$ cat config.mk
export PLATFORM = sky130hd
export DESIGN_NAME = biterr_pattern_gen
export DESIGN_NICKNAME = d
export VERILOG_FILES = /design/src/rtl/biterr_pattern_gen.sv
export SDC_FILE = /design/constraint.sdc
export NUM_CORES = 1
export LEC_CHECK = 0
export BUFFER_PORTS_ARGS = -buffer_cell sky130_fd_sc_hd__buf_2
export CORE_MARGIN = 5
export CORE_UTILIZATION = 50
export DETAILED_ROUTE_END_ITERATION = 7
export HOLD_SLACK_MARGIN = 0.1
export PLACE_DENSITY = 0.82
export SLEW_MARGIN = 20
export SYNTH_ARGS = -nofsm -noshare
export SYNTH_HDL_FRONTEND = slang
export SYNTH_SLANG_ARGS = --single-unit
$ cat constraint.sdc
create_clock -name clk_i -period 3.5 [get_ports clk_i]
set_input_delay 0.35 -clock clk_i [delete_from_list [all_inputs] [get_ports clk_i]]
set_output_delay 0.35 -clock clk_i [all_outputs]
set_load 0.03 [all_outputs]
$ cat src/rtl/biterr_pattern_gen.sv
// Transmit-side training pattern generator (zeros / fixed word / PRBS-7 / alternating)
// with command and periodic single-bit error injection and a saturating injection count.
module biterr_pattern_gen #(
    parameter int unsigned       WIDTH      = 8,
    parameter logic [WIDTH-1:0]  TRAIN_WORD = 8'hA6
) (
    input  logic             clk_i,
    input  logic             rst_n_i,
    input  logic             enable_i,
    input  logic [1:0]       mode_i,
    input  logic             inject_i,
    input  logic [23:0]      interval_i,
    input  logic             interval_load_i,
    input  logic             count_clear_i,
    output logic [WIDTH-1:0] data_o,
    output logic             valid_o,
    output logic [24:0]      inject_count_o
);

    typedef enum logic [1:0] {
        ST_IDLE = 2'b00,
        ST_SEED = 2'b01,
        ST_RUN  = 2'b10
    } state_e;

    localparam logic [1:0]  MODE_ZERO  = 2'b00;
    localparam logic [1:0]  MODE_TRAIN = 2'b01;
    localparam logic [1:0]  MODE_PRBS  = 2'b10;
    localparam logic [6:0]  LFSR_SEED  = 7'h7F;
    localparam logic [24:0] COUNT_MAX  = 25'h1FF_FFFF;

    state_e            state_q, state_d;
    logic [1:0]        mode_prev_q;
    logic [6:0]        lfsr_q, lfsr_d;
    logic              phase_q, phase_d;
    logic [23:0]       timer_q, timer_d;
    logic [23:0]       interval_q, interval_d;
    logic [24:0]       inject_count_q, inject_count_d;
    logic [WIDTH-1:0]  data_q, data_d;
    logic              valid_q, valid_d;

    logic [WIDTH-1:0]  prbs_word;
    logic [6:0]        prbs_next;
    logic [WIDTH-1:0]  pattern;
    logic              run_word;
    logic              periodic_hit;
    logic              flip;

    // ---------------- FSM: state register ----------------
    // NOTE: sequential state uses non-blocking (<=) so every flop samples pre-edge values.
    always_ff @(posedge clk_i or negedge rst_n_i) begin
        if (!rst_n_i) begin
            state_q <= ST_IDLE;
        end else begin
            state_q <= state_d;
        end
    end

    // ---------------- FSM: next-state logic ----------------
    // NOTE: a default assignment before the case keeps combinational blocks latch-free.
    always_comb begin
        state_d = state_q;
        unique case (state_q)
            ST_IDLE: if (enable_i) state_d = ST_SEED;
            ST_SEED: state_d = enable_i ? ST_RUN : ST_IDLE;
            ST_RUN: begin
                if (!enable_i)                 state_d = ST_IDLE;
                else if (mode_i != mode_prev_q) state_d = ST_SEED;
            end
            default: state_d = ST_IDLE;
        endcase
    end

    assign run_word = (state_d == ST_RUN);

    // WIDTH successive PRBS-7 bits, first generated bit lands in the MSB.
    // NOTE: blocking (=) here is intentional: the loop chains LFSR steps within one evaluation.
    always_comb begin : prbs_gen
        logic [6:0] s;
        logic       nb;
        s         = lfsr_q;
        nb        = 1'b0;
        prbs_word = '0;
        for (int i = WIDTH - 1; i >= 0; i--) begin
            nb           = s[6] ^ s[5];
            s            = {s[5:0], nb};
            prbs_word[i] = nb;
        end
        prbs_next = s;
    end

    always_comb begin
        case (mode_i)
            MODE_ZERO:  pattern = '0;
            MODE_TRAIN: pattern = TRAIN_WORD;
            MODE_PRBS:  pattern = prbs_word;
            default:    pattern = phase_q ? ~TRAIN_WORD : TRAIN_WORD;
        endcase
    end

    // Timer counts words remaining until the next periodic flip; 1 means "this word".
    assign periodic_hit = (interval_q != '0) && (timer_q == 24'd1);
    assign flip         = run_word && (inject_i || periodic_hit);

    // ---------------- Datapath next-state ----------------
    always_comb begin
        interval_d = interval_load_i ? interval_i : interval_q;
        lfsr_d     = lfsr_q;
        phase_d    = phase_q;
        timer_d    = timer_q;

        if (state_d == ST_SEED) begin
            lfsr_d  = LFSR_SEED;
            phase_d = 1'b0;
            timer_d = interval_d;
        end else if (run_word) begin
            lfsr_d  = prbs_next;
            phase_d = ~phase_q;
            if (interval_load_i)    timer_d = interval_i;
            else if (periodic_hit)  timer_d = interval_q;
            else if (timer_q != '0) timer_d = timer_q - 24'd1;
        end

        if (count_clear_i)                          inject_count_d = '0;
        else if (flip && inject_count_q != COUNT_MAX) inject_count_d = inject_count_q + 25'd1;
        else                                        inject_count_d = inject_count_q;
    end

    // ---------------- FSM: output logic (registered outputs) ----------------
    always_comb begin
        data_d  = '0;
        valid_d = 1'b0;
        if (run_word) begin
            data_d  = pattern ^ WIDTH'(flip);
            valid_d = 1'b1;
        end
    end

    always_ff @(posedge clk_i or negedge rst_n_i) begin
        if (!rst_n_i) begin
            mode_prev_q    <= MODE_ZERO;
            lfsr_q         <= LFSR_SEED;
            phase_q        <= 1'b0;
            timer_q        <= '0;
            interval_q     <= '0;
            inject_count_q <= '0;
            data_q         <= '0;
            valid_q        <= 1'b0;
        end else begin
            mode_prev_q    <= mode_i;
            lfsr_q         <= lfsr_d;
            phase_q        <= phase_d;
            timer_q        <= timer_d;
            interval_q     <= interval_d;
            inject_count_q <= inject_count_d;
            data_q         <= data_d;
            valid_q        <= valid_d;
        end
    end

    assign data_o         = data_q;
    assign valid_o        = valid_q;
    assign inject_count_o = inject_count_q;

endmodule

==> results_dict.tcl, run 1 <==
set metrics [dict create \
    hold_depth 1 \
    yosys-top-cells-area "dfrtp_1, a21oi_1, dfstp_2" \
    finalClockSkew_ps 14.5 \
    fp.dieH_um 111 \
    first_pass_iters 5 \
    min_from "mode_i[1]" \
    syn_area_um2 5130 \
    reg2reg_slack_ps 510 \
    vias_per_cell 6.20 \
    p_leak_nw 2.45 \
    critPathArrivalTime_ps 3300 \
    nets 638 \
    fmax_mhz 334 \
    finalCritPeriodShare_pct 85.5 \
    cts_sinks 94 \
    layout-drive-gt1-share_pct 21.2 \
    cts_made_buffers 9 \
    syn_area_per_cell_um2 9.37 \
    mostFrequentLayoutCells "dfrtp_1, buf_2, nand2_1, a21oi_1, o21ai_0" \
    syn_to_final_growth_pct 12.4 \
    min_period_ps 2990 \
    end_kind "register" \
    cts_setup_buffers 0 \
    ys_seq_area_share_pct 46.1 \
    vdd_drop_max_v 0.000221 \
    hp-class "in2reg" \
    core-area_um2 10100 \
    fillers 878 \
    grt_pass1_wl_um 21300 \
    synth_seq_cells 94 \
    antenna_found_initial 1 \
    grt_usage_pct 20.8 \
    h-tree-depth 3 \
    grt_max_degree 89 \
    num_rows 37 \
    cp-start-kind "register" \
    num_antenna_cells 0 \
    whs_ps 143 \
    design_area_um2 5760 \
    wl_um 13000 \
    critPathKind "reg2reg" \
    start_util_pct 50.6 \
    dieArea_um2 12400 \
    synth_top_area_share_pct 42.5 \
    clk_path_buf_depth 2 \
    synth_edf_count 0 \
    dieWidth_um 111 \
    path_clk_slew_ps 100 \
    tns_ps 0 \
    synth_nets 585 \
    rsz0062_at_grt "false" \
    status "completed" \
    reg2regPathDepth 7 \
    grt_overflow 0 \
    ioPinCount 66 \
    worst_pin_slew_ps 811 \
    final_common_cell "dfrtp_1" \
    yosysTopAreaCell "dfrtp_1" \
    hold_viol 0 \
    cts_tree "done" \
    clockRootBuffer "clkbuf_8" \
    postSynth.asyncResetShare_pct 100 \
    slew-limit-headroom_pct 45.8 \
    synth_ff_type "dfrtp_1" \
    maxSlewViolCount 0 \
    yosys.cell_types.count 59 \
    finalSetupViolations 0 \
    final_antenna_net_count 0 \
    worstSkewPairLatency_ps 380 \
    grt_pass1_vias 4408 \
    cp.required_ps 3810 \
    drv_cap 0 \
    worst-path-max-fanout 14 \
    yosysWarnings 0 \
    vias 4597 \
    r2r_start "timer_q[12]" \
    reg2reg_to "inject_count_o[12]" \
    drt_iter0_drc 263 \
    portBuffers 65 \
    p_per_area_nw_per_um2 503 \
    synth_cells 547 \
    globalplace.congestion 0.852 \
    drc 0 \
    placed_area_um2 5570 \
    dpl.hpwl_um 8970 \
    routedWlPerCell_um 17.6 \
    min_to "mode_prev_q[1]" \
]
-- power breakdown --
part	internal, mW	switching (mW)	total (mW)
registers	1.28	0.208	1.49
clock network	0.281	0.394	0.675
logic	0.314	0.422	0.736
total	1.88	1.02	2.90
-- state kept, by name, summed over array words and instances, names as in the netlist --
| register | count |
|---|---|
| timer_q | 24 |
| state_q | 2 |
| valid_o | 1 |
| mode_prev_q | 2 |
| lfsr_q | 7 |
| data_o | 8 |
| inject_count_o | 25 |
| phase_q | 1 |
| interval_q | 24 |
-- cell type report --
type                            count  area (um^2)  share of cell area, %
Multi-Input combinational cell    392         2530                   44.0
Sequential cell                    94         2360                   41.0
Timing Repair Buffer               77          422                   7.32
Tap cell                          136          170                   2.95
Clock buffer                       12          145                   2.52
Inverter                           26         97.6                   1.69
Clock inverter                      4         32.5                  0.564
-- worst max-delay path, cell delays in order (launching register included) --
cell,delay [ps]
dfrtp_1,440
nor4_2,440
and3_1,340
o2111a_2,440
o211ai_1,320
clkbuf_2,270
or4_1,510
a21oi_1,150
-- how the worst max path moves through the flow --
| stage | depth (start not counted) | start | end |
|---|---|---|---|
| 3_3_place_gp | 6 | timer_q[21] | inject_count_o[14] |
| 2_1_floorplan | 11 | mode_i[0] | timer_q[23] |
| 4_1_cts | 6 | timer_q[22] | inject_count_o[14] |
| 3_5_place_dp | 6 | timer_q[22] | inject_count_o[14] |
| 6_report | 7 | timer_q[12] | inject_count_o[12] |
| 5_1_grt | 7 | timer_q[21] | inject_count_o[12] |
-- Yosys cell counts (all sizes together), types with 6 or more instances --
| cell type | n |
|---|---|
| a21oi | 46 |
| a221oi | 9 |
| a31oi | 7 |
| and3 | 7 |
| buf | 8 |
| clkbuf | 27 |
| dfrtp | 87 |
| dfstp | 7 |
| ha | 6 |
| inv | 26 |
| mux2 | 16 |
| nand2 | 47 |
| nand3 | 9 |
| nand4 | 9 |
| nor2 | 27 |
| nor3 | 20 |
| nor4 | 14 |
| o211ai | 17 |
| o21ai | 37 |
| o31ai | 9 |
| or3 | 19 |
| or4 | 12 |
| xnor2 | 11 |
| xor2 | 11 |
-- stage by stage --
step	worst slack, ps	std cells	total power, mW	util [%]
2_1_floorplan	861	547	2.00	-
3_3_place_gp	681	723	2.18	54.9
3_5_place_dp	548	723	2.23	54.9
4_1_cts	546	739	2.91	56.7
5_1_grt	344	741	3.07	56.8
6_report	507	741	2.90	56.8
-- routing by layer --
| metal | share of wire (%) | vias to the layer above | wire (um) | track usage (%) |
|---|---|---|---|---|
| li1 | - | 2133 | - | - |
| met2 | 49 | 201 | 6330 | 33.3 |
| met1 | 42 | 2233 | 5500 | 27.1 |
| met5 | 0.14 | - | 18 | 0 |
| met3 | 7.3 | 28 | 944 | 6.39 |
| met4 | 1.8 | 2 | 228 | 6.57 |
-- what timing repair did --
item | 4_1_cts | 5_1_grt
endpoints found under the hold margin | 0 | 27
hold buffers | 0 | 1
resized for setup | 0 | 0
-- cells by family (layout without fill, tap and decap cells) --
family	count (synthesis)	count (layout)	synth area share, %
xor gates and xnor gates	22	22	3.76
muxes	19	19	4.10
adders and majority gates	6	6	1.46
buffers and inverters	61	119	4.76
AOI/OAI and AO/OA	162	162	20.6
DFF	94	94	46.1
and+or+nand+nor	183	183	19.2
Power figures use the tool's default switching activity.
==> run 2: changes to the inputs <==
Settings changed: ABC_AREA from default to 1, PLACE_DENSITY 0.82 to 0.81.
==> results_dict.tcl, run 2 <==
set metrics [dict create \
    synth_nets 928 \
    synth_seq_cells 94 \
    use_met3_pct 3.58 \
    worst-path-max-fanout 19 \
    tns_ps 0 \
    synth_cells 890 \
    grt_usage_pct 22.7 \
    cp-start-kind "register" \
    power.internal_mw 2.22 \
    synthMuxAreaShare_pct 0 \
    wl_um 15500 \
    syn_area_per_cell_um2 6.78 \
    synth_top_area_share_pct 36.1 \
    cts_setup_buffers 0 \
    dp_cells 1082 \
    critPathArrivalTime_ps 2980 \
    cts_sinks 94 \
    p_comb_share_pct 27.9 \
    fp.dieH_um 120 \
    rsz0062_at_grt "false" \
    drv_cap 0 \
    synthXorXnorAreaFrac_pct 4.65 \
    cp.required_ps 3750 \
    grt_overflow 0 \
    layout-drive-gt1-share_pct 14.2 \
    finalCritPeriodShare_pct 78.0 \
    yosysWarnings 0 \
    placed_area_um2 6460 \
    routedWlPerCell_um 14.1 \
    synth_edf_count 0 \
    grt_pass1_vias 5662 \
    h-tree-depth 3 \
    dpl.hpwl_um 11200 \
    use_met2_pct 39.7 \
    start_util_pct 50.6 \
    design_area_um2 6780 \
    nets 985 \
    drt_iter0_drc 276 \
    p_leak_nw 3.47 \
    p_sw_share_pct 36.1 \
    end_kind "register" \
    vias 5767 \
    syn_area_um2 6030 \
    seq_power_share_pct 42.9 \
    grt_max_degree 42 \
    cts_tree "done" \
    yosysMostFrequentCell "nand2_1" \
    clockRootBuffer "clkbuf_16" \
    first_pass_iters 7 \
    synth_top_family_by_area "simple AND/OR/NAND/NOR gates" \
    drc 0 \
    power_switching_mw 1.25 \
    status "completed" \
    final_common_cell "nand2_1" \
    core-area_um2 11900 \
    synth_commonest_cells "nand2_1, nor2_1, dfrtp_1" \
    hold_viol 0 \
    p_per_area_nw_per_um2 513 \
    dieArea_um2 14400 \
    worst_pin_slew_ps 938 \
    critPathKind "reg2reg" \
    finalSetupViolations 0 \
    p_clk_share_pct 29.3 \
    power_mw 3.48 \
    dieWidth_um 120 \
    busiest_layer "met2" \
    final_antenna_net_count 0 \
    ioPinCount 66 \
    synth_compound_area_share_pct 4.81 \
    yosys.cell_types.count 35 \
    postSynth.asyncResetShare_pct 100 \
    yosysTopAreaCell "dfrtp_1" \
    vias_per_cell 5.25 \
    clk_path_buf_depth 2 \
    min_period_ps 2730 \
    maxSlewViolCount 0 \
    vdd_drop_max_v 0.000260 \
    synth_ff_type "dfrtp_1" \
    met1_usage_pct 28.0 \
    largest_reg_flops 25 \
    path_clk_slew_ps 70 \
    portBuffers 65 \
    synth_fa_ha_area_share_pct 1.24 \
    slew-limit-headroom_pct 37.4 \
    ctsResizeCount 0 \
    hp-class "in2reg" \
    instances_no_fill 1099 \
    ys_seq_area_share_pct 39.1 \
    antenna_found_initial 0 \
    syn_to_final_growth_pct 12.4 \
    worstSkewPairLatency_ps 360 \
    num_rows 40 \
    yosys-top-cells-area "dfrtp_1, nand2_1, nor2_1" \
    synth-simple-area-share_pct 44.0 \
    finalClockSkew_ps 8.97 \
    fmax_mhz 366 \
    num_antenna_cells 0 \
    cts_made_buffers 9 \
    mostFrequentLayoutCells "nand2_1, nor2_1, dfrtp_1, nand3_1, buf_2" \
    grt_pass1_wl_um 26600 \
    globalplace.congestion 0.898 \
]
run 2: cell count changes in the layout (fill, tap and decap cells not counted), sizes merged, moves of 19 or more:
cell / previous run / this run
nand2: 47 / 325
inv: 26 / 61
nor2: 27 / 172
or3: 19 / 0
nand3: 9 / 82
o21ai: 37 / 15
run 2: logic make-up (layout without fill, tap and decap cells):
kind of cell,after synthesis,count (layout)
compound gates,54,54
xor+xnor,32,32
fa+ha+maj,6,6
buf+inv,90,152
flops,94,94
simple gates,614,614
run 2: power groups by stage:
stage	logic [mW]	clock network [mW]	registers (mW)
after floorplan	0.753	0	1.46
after global placement	0.942	0	1.49
after detailed placement	0.966	0	1.50
after CTS	0.971	1.04	1.48
after global routing	1.12	1.09	1.51
final	0.969	1.02	1.49
run 2: cell type report:
cell class	instances	area, um^2
repair buffers	74	398
flip-flops and latches	94	2360
multi-input cells	706	3300
inverters	62	233
clock inverters	6	70.1
well taps	147	184
fillers	1148	5130
clock buffers	10	239
run 2: routing by layer:
| metal | share of wire (%) | up-vias |
|---|---|---|
| li1 | - | 2932 |
| met4 | 2.5 | 0 |
| met2 | 51 | 151 |
| met5 | 0 | - |
| met3 | 4.8 | 29 |
| met1 | 42 | 2655 |
run 2: worst max-delay path, stage by stage (launching register included):
cell and delay (ps):
dfrtp_1 380, inv_1 60, nor2_1 40, nor4_1 270
nor2_1 90, inv_1 60, nand3_1 90, ha_1 220
nor2_1 290, nand4_1 170, nor2_2 150, nand2_4 90
nand2_4 230, buf_4 300, nor2_2 50, nand2_1 70
nand2_1 50
run 2: through the flow:
stage / hold WS (ps) / util, % / worst slack, ps
CTS: 125 / 56.9 / 760
global route: 141 / 56.9 / 503
detailed placement: 291 / 54.3 / 669
finish: 139 / 56.9 / 771
floorplan: 54.4 / - / 1310
global placement: 288 / 54.3 / 809
run 2: timing repair:
action,in CTS,in global routing
setup endpoints to repair,0,0
hold endpoints to repair,25,0
hold buffers,1,0
run 2: worst paths after layout:
check | endpoint | slack [ps] | from | cells past startpoint
max | timer_q[21] | 770 | mode_prev_q[1] | 16
max in group asynchronous | lfsr_q[6] | 2190 | rst_n_i | 3
min in group asynchronous | timer_q[3] | 450 | rst_n_i | 2
max reg2reg | timer_q[21] | 770 | mode_prev_q[1] | 16
min reg2reg | interval_q[0] | 490 | interval_q[0] | 2
min | mode_prev_q[1] | 140 | mode_i[1] | 1
==> run 3: changes to the inputs <==
Settings changed: PLACE_DENSITY 0.81 to 0.83.
Clock period 3.5 ns to 2.4 ns, I/O delays scaled along.
==> results_dict.tcl, run 3 (same netlist as run 2, synthesis figures left out) <==
set metrics [dict create \
    status "completed" \
    power_mw 5.05 \
    finalSetupViolations 0 \
    final_common_cell "nand2_1" \
    antenna_found_initial 0 \
    dieWidth_um 120 \
    cpMaxStageDelayCell "dfrtp_1" \
    drc 0 \
    met1_usage_pct 29.4 \
    routedWlPerCell_um 14.2 \
    reg2regPathDepth 15 \
    finalClockSkew_ps 11.4 \
    hold_depth 3 \
    max_stage_delay_ps 380 \
    globalplace.congestion 0.919 \
    busiest_layer "met2" \
    grt_overflow 0 \
    use_met3_pct 3.49 \
    slew-limit-headroom_pct 61.0 \
    clk_path_buf_depth 2 \
    vdd_drop_max_v 0.000487 \
    cp_cell_sequence "inv_1, nor2_1, nor4_2, nor2_1, nand2_1, inv_1, ha_1, buf_4, inv_1, buf_4, nand2_1, nand2_1, nand3_1, nor2_1, nor2_1" \
    fp.dieH_um 120 \
    cp-start-kind "register" \
    min_from "interval_i[6]" \
    postLayoutCoreUtil_pct 58.6 \
    min_period_ps 2220 \
    final_antenna_net_count 0 \
    worst_pin_slew_ps 584 \
    reg2reg_to "timer_q[8]" \
    fmax_mhz 451 \
    syn_to_final_growth_pct 15.8 \
    num_antenna_cells 0 \
    ioPinCount 66 \
    hold_viol 0 \
    cts_setup_buffers 0 \
    nets 1005 \
    path_clk_slew_ps 70 \
    use_met2_pct 38.6 \
    maxSlewViolCount 0 \
    worst-path-buf-inv 5 \
    h-tree-depth 3 \
    dieArea_um2 14400 \
    cts_tree "done" \
    largest_reg_flops 25 \
    end_kind "register" \
    drv_cap 0 \
    num_rows 40 \
    dp_cells 1098 \
    mostFrequentLayoutCells "nand2_1, nor2_1, dfrtp_1, nand3_1, buf_2" \
    portBuffers 65 \
    clockRootBuffer "clkbuf_16" \
    vias 5964 \
    grt_usage_pct 23.3 \
    dpl.hpwl_um 11800 \
    worst-path-max-fanout 12 \
    cts_sinks 94 \
    worstSkewPairLatency_ps 360 \
    tns_ps 0 \
    reg2reg_slack_ps 180 \
    wl_um 15900 \
    p_per_area_nw_per_um2 723 \
    r2r_start "mode_prev_q[1]" \
    first_pass_iters 5 \
    instances_no_fill 1119 \
    grt_max_degree 51 \
    cp.required_ps 2650 \
    grt_pass1_wl_um 27500 \
    critPathKind "reg2reg" \
    start_util_pct 50.6 \
    critPathArrivalTime_ps 2470 \
    layout-drive-gt1-share_pct 15.7 \
    cp_common_cell "nor2_1" \
    core-area_um2 11900 \
    finalCritPeriodShare_pct 92.4 \
    drt_iter0_drc 401 \
    p_leak_nw 3.58 \
    path_delay_family "simple AND/OR/NAND/NOR gates" \
    rsz0062_at_grt "true" \
    vias_per_cell 5.33 \
    min_to "interval_q[6]" \
    hp-class "in2reg" \
    cts_made_buffers 9 \
    grt_pass1_vias 5995 \
]
==> run 3: changes by cell type in the layout (fill, tap and decap cells not counted), moves of 2 or more <==
| cell | before | now |
|---|---|---|
| buf_12 | 0 | 4 |
| buf_4 | 9 | 21 |
| clkinv_2 | 0 | 2 |
| dlygate4sd3_1 | 1 | 5 |
==> run 3: worst max path at each step <==
stage / endpoint / cells past startpoint / start
final: timer_q[8] / 15 / mode_prev_q[1]
after global routing: timer_q[12] / 16 / mode_prev_q[1]
after CTS: timer_q[23] / 16 / mode_prev_q[1]
after detailed placement: timer_q[21] / 17 / mode_i[1]
after global placement: timer_q[16] / 17 / mode_i[1]
after floorplan: timer_q[6] / 15 / mode_prev_q[1]
==> run 3: per-layer routing <==
layer / vias up / wire length [um]
met5: - / 0
met4: 0 / 591
met3: 50 / 738
met2: 176 / 7800
met1: 2776 / 6780
li1: 2962 / -
==> run 3: where the power goes <==
part / leakage (nW) / internal (mW) / total (mW) / switching [mW]
registers: 1.19 / 1.88 / 2.16 / 0.289
clock network: 0.135 / 0.735 / 1.39 / 0.652
logic: 2.25 / 0.584 / 1.50 / 0.916
total: 3.58 / 3.19 / 5.05 / 1.86
==> run 3: per-stage QoR <==
step / area, um^2 / worst slack [ps] / hold slack, ps
floorplan: 6030 / 215 / -55.6
global placement: 6620 / 217 / 283
detailed placement: 6620 / 130 / 272
CTS: 6950 / 159 / 106
global route: 6980 / -31.6 / 133
finish: 6980 / 182 / 116
==> run 3: repair_timing <==
| action | 4_1_cts | 5_1_grt |
|---|---|---|
| hold buffers | 5 | 0 |
| endpoints found under the setup margin | 0 | 24 |
| resized for setup | 0 | 6 |
| endpoints found under the hold margin | 41 | 0 |
==> run 3: worst min-delay path, stage by stage <==
cell,delay (ps)
buf_2,70
nand2_1,60
nand2_1,60
==> run 3: cell type report <==
type / count / area (um^2)
Inverter: 62 / 233
Clock buffer: 10 / 239
Sequential cell: 94 / 2360
Clock inverter: 6 / 42.5
Timing Repair Buffer: 94 / 608
Tap cell: 147 / 184
Multi-Input combinational cell: 706 / 3320
Fill cell: 1134 / 4930
